$ cat config.mk
export PLATFORM = sky130hd
export DESIGN_NAME = usb_tx_encoder
export DESIGN_NICKNAME = d
export VERILOG_FILES = /design/src/rtl/usb_tx_encoder.sv
export SDC_FILE = /design/constraint.sdc
export NUM_CORES = 1
export LEC_CHECK = 0
export BUFFER_PORTS_ARGS = -buffer_cell sky130_fd_sc_hd__buf_2
export CAP_MARGIN = 20
export CORE_MARGIN = 2
export CORE_UTILIZATION = 54
export DETAILED_ROUTE_END_ITERATION = 12
export PLACE_DENSITY = 0.76
export SLEW_MARGIN = 5
export SYNTH_ARGS = -nofsm -noshare
export SYNTH_HDL_FRONTEND = slang
export SYNTH_SLANG_ARGS = --single-unit
$ cat constraint.sdc
create_clock -name clk -period 2.19 [get_ports clk]
set_input_delay 0.438 -clock clk [delete_from_list [all_inputs] [get_ports clk]]
set_output_delay 0.438 -clock clk [all_outputs]
set_load 0.05 [all_outputs]
$ cat src/rtl/usb_tx_encoder.sv
// USB full-speed transmit encoder: SYNC, PID, optional payload and CRC16 with
// bit stuffing and NRZI onto D+/D-, closed by an SE0-SE0-J end of packet.
module usb_tx_encoder #(
  parameter int CLKS_PER_BIT = 8
) (
  input  logic       clk,
  input  logic       n_rst,
  input  logic [2:0] tx_packet,
  input  logic [6:0] buffer_occupancy,
  input  logic [7:0] tx_packet_data,
  output logic       get_tx_packet_data,
  output logic       dplus_out,
  output logic       dminus_out,
  output logic       tx_transfer_active,
  output logic       tx_error
);
  localparam int CW = (CLKS_PER_BIT > 1) ? $clog2(CLKS_PER_BIT) : 1;
  localparam logic [CW-1:0] CNT_LOAD = CW'(CLKS_PER_BIT - 1);
  localparam logic [7:0] PID_DATA0 = 8'hC3;

  typedef enum logic [2:0] {IDLE, SYNC, PID, DATA, CRC_LO, CRC_HI, EOP_SE0, EOP_J} state_t;

  state_t        state, state_nxt;
  logic          start_q, start_nxt;
  logic [7:0]    pid_q, pid_nxt;
  logic [CW-1:0] clk_cnt, clk_cnt_nxt;
  logic [2:0]    bit_idx, bit_idx_nxt;
  logic [7:0]    shift, shift_nxt;
  logic          stuff_active, stuff_nxt;
  logic [2:0]    ones_cnt, ones_nxt;
  logic          prev_lvl, lvl_nxt;
  logic [15:0]   crc, crc_nxt, crc_step;
  logic          err_q, err_nxt;
  logic          tx_bit, line_lvl, stuffable, bit_end, need_stuff, advance;

  always_ff @(posedge clk or negedge n_rst) begin
    if (!n_rst) begin
      state        <= IDLE;
      start_q      <= 1'b0;
      pid_q        <= 8'h00;
      clk_cnt      <= '0;
      bit_idx      <= 3'd0;
      shift        <= 8'h00;
      stuff_active <= 1'b0;
      ones_cnt     <= 3'd0;
      prev_lvl     <= 1'b1;
      crc          <= 16'hFFFF;
      err_q        <= 1'b0;
    end else begin
      state        <= state_nxt;
      start_q      <= start_nxt;
      pid_q        <= pid_nxt;
      clk_cnt      <= clk_cnt_nxt;
      bit_idx      <= bit_idx_nxt;
      shift        <= shift_nxt;
      stuff_active <= stuff_nxt;
      ones_cnt     <= ones_nxt;
      prev_lvl     <= lvl_nxt;
      crc          <= crc_nxt;
      err_q        <= err_nxt;
    end
  end

  // prev_lvl holds the level of the previous bit; the current bit's level follows from it.
  always_comb begin
    tx_bit     = stuff_active ? 1'b0 : shift[0];
    line_lvl   = tx_bit ? prev_lvl : ~prev_lvl;
    stuffable  = state inside {SYNC, PID, DATA, CRC_LO, CRC_HI};
    bit_end    = (clk_cnt == '0);
    need_stuff = stuffable && !stuff_active && shift[0] && (ones_cnt == 3'd5);
    advance    = bit_end && !need_stuff;
    crc_step   = {crc[14:0], 1'b0} ^ ((shift[0] ^ crc[15]) ? 16'h8005 : 16'h0000);
  end

  always_comb begin
    state_nxt          = state;
    start_nxt          = start_q;
    pid_nxt            = pid_q;
    clk_cnt_nxt        = clk_cnt;
    bit_idx_nxt        = bit_idx;
    shift_nxt          = shift;
    stuff_nxt          = stuff_active;
    ones_nxt           = ones_cnt;
    lvl_nxt            = prev_lvl;
    crc_nxt            = crc;
    err_nxt            = 1'b0;
    get_tx_packet_data = 1'b0;

    if (state != IDLE)
      clk_cnt_nxt = bit_end ? CNT_LOAD : clk_cnt - 1'b1;

    if (bit_end && stuffable) begin
      lvl_nxt = line_lvl;
      if (stuff_active) begin
        stuff_nxt = 1'b0;
        ones_nxt  = 3'd0;
      end else begin
        ones_nxt = shift[0] ? ones_cnt + 3'd1 : 3'd0;
        if (need_stuff) begin
          stuff_nxt = 1'b1;
          ones_nxt  = 3'd0;
        end
        if (state == DATA)
          crc_nxt = crc_step;
      end
    end

    case (state)
      IDLE: begin
        if (start_q) begin
          state_nxt   = SYNC;
          start_nxt   = 1'b0;
          clk_cnt_nxt = CNT_LOAD;
          bit_idx_nxt = 3'd0;
          shift_nxt   = 8'h80;
          stuff_nxt   = 1'b0;
          ones_nxt    = 3'd0;
          lvl_nxt     = 1'b1;
        end else if (tx_packet inside {[3'd1:3'd4]}) begin
          start_nxt = 1'b1;
          case (tx_packet)
            3'd1:    pid_nxt = PID_DATA0;
            3'd2:    pid_nxt = 8'hD2;
            3'd3:    pid_nxt = 8'h5A;
            default: pid_nxt = 8'h1E;
          endcase
        end else if (tx_packet >= 3'd5) begin
          err_nxt = 1'b1;
        end
      end
      SYNC, PID, DATA, CRC_LO, CRC_HI: begin
        if (advance) begin
          if (bit_idx != 3'd7) begin
            bit_idx_nxt = bit_idx + 3'd1;
            shift_nxt   = {1'b0, shift[7:1]};
          end else begin
            bit_idx_nxt = 3'd0;
            case (state)
              SYNC: begin
                state_nxt = PID;
                shift_nxt = pid_q;
              end
              PID, DATA: begin
                if (state == PID)
                  crc_nxt = 16'hFFFF;
                if (state == PID && pid_q != PID_DATA0) begin
                  state_nxt = EOP_SE0;
                end else if (buffer_occupancy != '0) begin
                  state_nxt          = DATA;
                  shift_nxt          = tx_packet_data;
                  get_tx_packet_data = 1'b1;
                end else begin
                  state_nxt = CRC_LO;
                  shift_nxt = ~crc_nxt[7:0];
                end
              end
              CRC_LO: begin
                state_nxt = CRC_HI;
                shift_nxt = ~crc[15:8];
              end
              default: state_nxt = EOP_SE0;
            endcase
          end
        end
      end
      EOP_SE0: begin
        if (bit_end) begin
          if (bit_idx == 3'd1) begin
            state_nxt   = EOP_J;
            bit_idx_nxt = 3'd0;
          end else begin
            bit_idx_nxt = bit_idx + 3'd1;
          end
        end
      end
      default: begin
        if (bit_end)
          state_nxt = IDLE;
      end
    endcase
  end

  always_comb begin
    case (state)
      IDLE, EOP_J: begin
        dplus_out  = 1'b1;
        dminus_out = 1'b0;
      end
      EOP_SE0: begin
        dplus_out  = 1'b0;
        dminus_out = 1'b0;
      end
      default: begin
        dplus_out  = line_lvl;
        dminus_out = ~line_lvl;
      end
    endcase
  end

  assign tx_transfer_active = (state != IDLE);
  assign tx_error           = err_q;
endmodule

-- Yosys cells after proc, flatten, opt, wreduce, memory -nomap -nowiden
Index checks and enable logic that the tools add are counted.
Widths: inputs -> output; s select.
- output and inout bits: 5
- bits of input ports: 20
- register bits after elaboration: 48
- word-level logic and storage cells: 141
- magnitude comparators: 3
- reduce and logical (&&, ||, !) cells: 25
- equal/unequal tests: 21
- add/sub/neg operators: 3
- bitwise logic cells: 7
- mux-type cells: 71
- operator list (kind ; number):
    $mux 16 ; 13
    $mux 3 ; 23
    $pmux 8 s3 ; 2
    $mux 8 ; 5
    $pmux 3 s3 ; 3
    $mux 1 ; 23
    $not 8->8 ; 2
    $pmux 8 s2 ; 1
    $xor 16x16->16 ; 1
    $eq 3x3->1 const B ; 5
    $eq 3x2->1 const B ; 4
    $ne 2x2->1 const B ; 5
    $eq 3x1->1 const B ; 3
    $reduce_bool 3->1 ; 3
    $ne 8x8->1 const B ; 1
    $logic_and 1x1->1 ; 7
    $reduce_bool 7->1 ; 1
    $add 3x1->3 const B ; 2
    $logic_not 3->1 ; 2
    $reduce_and 6->1 ; 1
    $ne 5x4->1 const B ; 1
    $reduce_and 5->1 ; 1
    $reduce_bool 5->1 ; 1
    $reduce_or 5->1 ; 1
    15 further kinds ; 19

-- Depth between registers and ports, before layout
- word-level depth: 18
- depth in mapped cells: 8
- mapped depth without buffers: 7

-- Worst setup path after synthesis
No wires, ideal clock.
- path kind: reg-to-output
- from: reg clk_cnt[0]
- to: out get_tx_packet_data
- data required time: 1.752 ns
- data arrival time: 2.623 ns
- buffers on the path: 0
- cell stages (with the launch flop): 7
- setup slack: -0.871 ns
- cell sequence: dfrtp_1 -> inv_1 -> ha_1 -> and2b_1 -> nand3_2 -> or4_1 -> nor3_1
- word-level cells in the longest chain between the ends: 4
- RTL lines (what ; line ; RTL):
    start: declaration ; 26 ; logic [CW-1:0] clk_cnt, clk_cnt_nxt;
    start signal: assignment ; 53 ; clk_cnt <= clk_cnt_nxt;
    $logic_not 3->1 ; 69 ; bit_end = (clk_cnt == '0);
    $logic_and 1x1->1 ; 71 ; advance = bit_end && !need_stuff;
    $mux 1 ; 132 ; if (advance) begin
    $mux 1 ; 108 ; case (state)
    end: declaration ; 11 ; output logic get_tx_packet_data,
Every way passes these cells.

-- Worst setup path in the final report
- from: reg clk_cnt[1]
- to: out get_tx_packet_data
Same word-level chain as after synthesis.

==> results.yml <==
clock_network:
  tritoncts: "built"
  htreeDepth: 2
  cts-root-buf: "clkbuf_8"
  insertion_delay_ns: 0.31
  clock_path_buffers: 2
  cts.sinks: 47
  numCtsBuffers: 5
  clk_pin_slew_ns: 0.10
synthesis:
  synth_area_leaders: "dfrtp_1 26%, dfstp_2 16%, mux2i_1 6.3%, nand2_1 5.0%, ha_1 3.5%"
  yosys.area_share.simple_pct: 20.18
  async_reset_ff_share_pct: 100.0
  syn_inst: 297
  synth_compound_area_share_pct: 21.44
  ys_seq_area_share_pct: 41.88
  synth.area.mux_share_pct: 6.302
  synth_fa_ha_area_share_pct: 3.501
  synth_top_family_by_area: "compound AO/OA/AOI/OAI gates"
  synth_flop_cell: "dfrtp_1"
  synth_top_area_share_pct: 26.26
  synth_warnings: 0
  netlist_area_sq_mm: 0.002859
  synth_edf_count: 0
  synthesis.nets: 325
  synth_xor_area_share_pct: 1.532
  synth_top_cell_by_area: "dfrtp_1"
  synth_area_per_cell_sq_um: 9.626
  ys_ff_latch: 47
  yosysUniqueCellTypes: 61
grt:
  grt_start_max_net_pins: 48
  grt_overflow: 0
  grt_first_pass_wirelength_um: 12050
  track_usage_pct: 25.67
  antenna_found_initial: 0
  grt_pass1_vias: 2479
power_and_ir_drop:
  power.total_mw: 4.036
  ir_drop_v: 0.0009665
  switchingPower_mw: 1.812
  intPower_mw: 2.224
  clockPowerShare_pct: 13.1
  p_leak_nw: 1.711
  seqPwrFrac_pct: 29.6
  comb_power_share_pct: 57.3
  p_per_area_mw_per_mm2: 1139
  p_sw_share_pct: 44.90
final_layout:
  finalNonFillerCells: 433
  stdcell_area_sq_mm: 0.003543
  final_core_util_pct: 69.38
  diodes: 0
  area_growth_pct: 23.94
  fin_nets: 390
  drive_gt1_share_pct: 36.64
timing:
  fin_ws_ns: -0.2945
  rsz0062_at_grt: "true"
  worstMarginPinSlew_ns: 0.5727
  holdWs_ns: 0.1957
  setup_viol: 1
  fin_crit_ns: 2.485
  slew_viol_final: 0
  fmax_mhz: 402.5
  setup_tns_ns: -0.2945
  hold_violations: 0
  fin_crit_sh_pct: 113.4
  slew_headroom_pct: 61.82
  clock_skew_ns: 0.01099
routing:
  wire_per_inst_um: 16.47
  drt-initial-drc-count: 195
  vias_per_cell: 5.878
  finalWirelength_um: 7133
  num_vias: 2545
  drc: 0
  antenna_left: 0
  dr.pass1.iters: 4
critical_path:
  cp-endpoint: "get_tx_packet_data"
  r2r_slack_ns: 0.05
  cp-end-kind: "primary output"
  critPathArrivalTime_ns: 2.05
  reg2reg_to: "shift[0]$_DFFE_PN0P_"
  crit_fanout: 3
  reg2reg_depth: 8
  cp.required_ns: 1.75
  startpoint: "clk_cnt[1]$_DFF_PN0_"
  r2r-start: "clk_cnt[1]$_DFF_PN0_"
  critical_path_class: "register to primary output"
  worstSetupStartpointType: "register"
floorplan:
  start_util_pct: 55.98
  die_width_um: 76.76
  io_pins: 25
  core-area_sq_mm: 0.005107
  die_h_um: 76.76
  die-area_sq_mm: 0.005892
  core.rowCount: 26
place:
  io_buffer_count: 24
  hpwl_um: 5231
  dp_slack_ns: -0.05857
  place_inst: 421
  placed_cell_area_sq_mm: 0.003383
  place_congestion: 0.9209
worst_hold_path:
  hp-class: "input pin to asynchronous set/reset pin"
run_status:
  outcome: "complete, but fails checks"
  failed_checks: "setup timing"
run:
  cap_violations: 0
synth_stat cells, types with 4 or more instances:
library cell	number
dfrtp_1	30
clkbuf_1	6
dfstp_2	17
nor2_1	17
ha_1	8
a21oi_1	18
a31oi_1	4
inv_1	17
a32o_1	7
nor3_1	10
o221ai_1	6
or2_2	6
o21ai_0	14
a2bb2oi_1	5
nand2b_1	4
a221o_1	7
xnor2_1	4
mux2i_1	18
nand2_1	38
final cells by class:
cell class,count,area (sq um)
clock buffer,5,68.82
inverter,18,68.82
fill,397,1564
timing repair buffer,72,514.2
clock inverter,3,20.02
tap,70,87.58
sequential,47,1200
multi-input combinational,218,1584
cells in the final DEF, fill, tap and decap left out, drive strengths merged, types with 8 or more instances in the layout:
cell	count
dfrtp	30
nor3	13
inv	17
buf	72
ha	8
o21ai	15
mux2i	18
nor2	17
nand2	38
a21oi	19
dfstp	17
cell families after synthesis:
family | Yosys count
AOI/OAI and AO/OA | 84
muxes | 18
adders and majority gates | 8
xor gates and xnor gates | 5
DFF | 47
and+or+nand+nor | 103
buffers and inverters | 32
state kept, by name, indices dropped and copies added (netlist names):
name / count
stuff_active: 1
shift: 8
pid_q: 7
clk_cnt: 3
bit_idx: 3
start_q: 1
state: 3
tx_error: 1
crc: 16
prev_lvl: 1
ones_cnt: 3
worst max-delay path, cell delays in order (launching register included):
cell     delay (ns)
dfrtp_1        0.40
inv_2          0.09
ha_4           0.14
and2b_2        0.17
nand3_4        0.07
or4_4          0.52
nor3_4         0.18
buf_6          0.18
worst min-delay path by stage:
stage                     slack (ns)                 start                     end  depth (start not counted)
after floorplan                 0.14                 n_rst  bit_idx[0]$_DFFE_PN0P_                          0
after global placement          0.47  shift[6]$_DFFE_PN0P_    shift[6]$_DFFE_PN0P_                          1
after detailed placement        0.47  shift[5]$_DFFE_PN0P_    shift[5]$_DFFE_PN0P_                          1
after CTS                       0.23                 n_rst    shift[1]$_DFFE_PN0P_                          2
after global routing            0.26                 n_rst    shift[1]$_DFFE_PN0P_                          2
final                           0.20                 n_rst    shift[1]$_DFFE_PN0P_                          2
power groups by stage:
stage	registers, mW	clock network (mW)	logic (mW)
after floorplan	1.15	0	1.45
after global placement	1.19	0	2.15
after detailed placement	1.21	0	2.20
after CTS	1.19	0.533	2.25
after global routing	1.22	0.580	2.50
final	1.20	0.527	2.31
metal layers:
metal,GRT usage (%),part of all wire (%),up-vias
met5,0,0,-
met4,6.182,0.88,0
met3,4.824,5.4,8
met2,40.96,48,67
met1,36.27,45,1244
li1,-,-,1226
what timing repair did:
| action | CTS | global route |
|---|---|---|
| endpoints found under the setup margin | 10 | 9 |
| setup buffers | 0 | 4 |
| pin swaps | 1 | 2 |
| hold buffers | 0 | 0 |
| resized for setup | 9 | 4 |
Power figures use the tool's default switching activity.
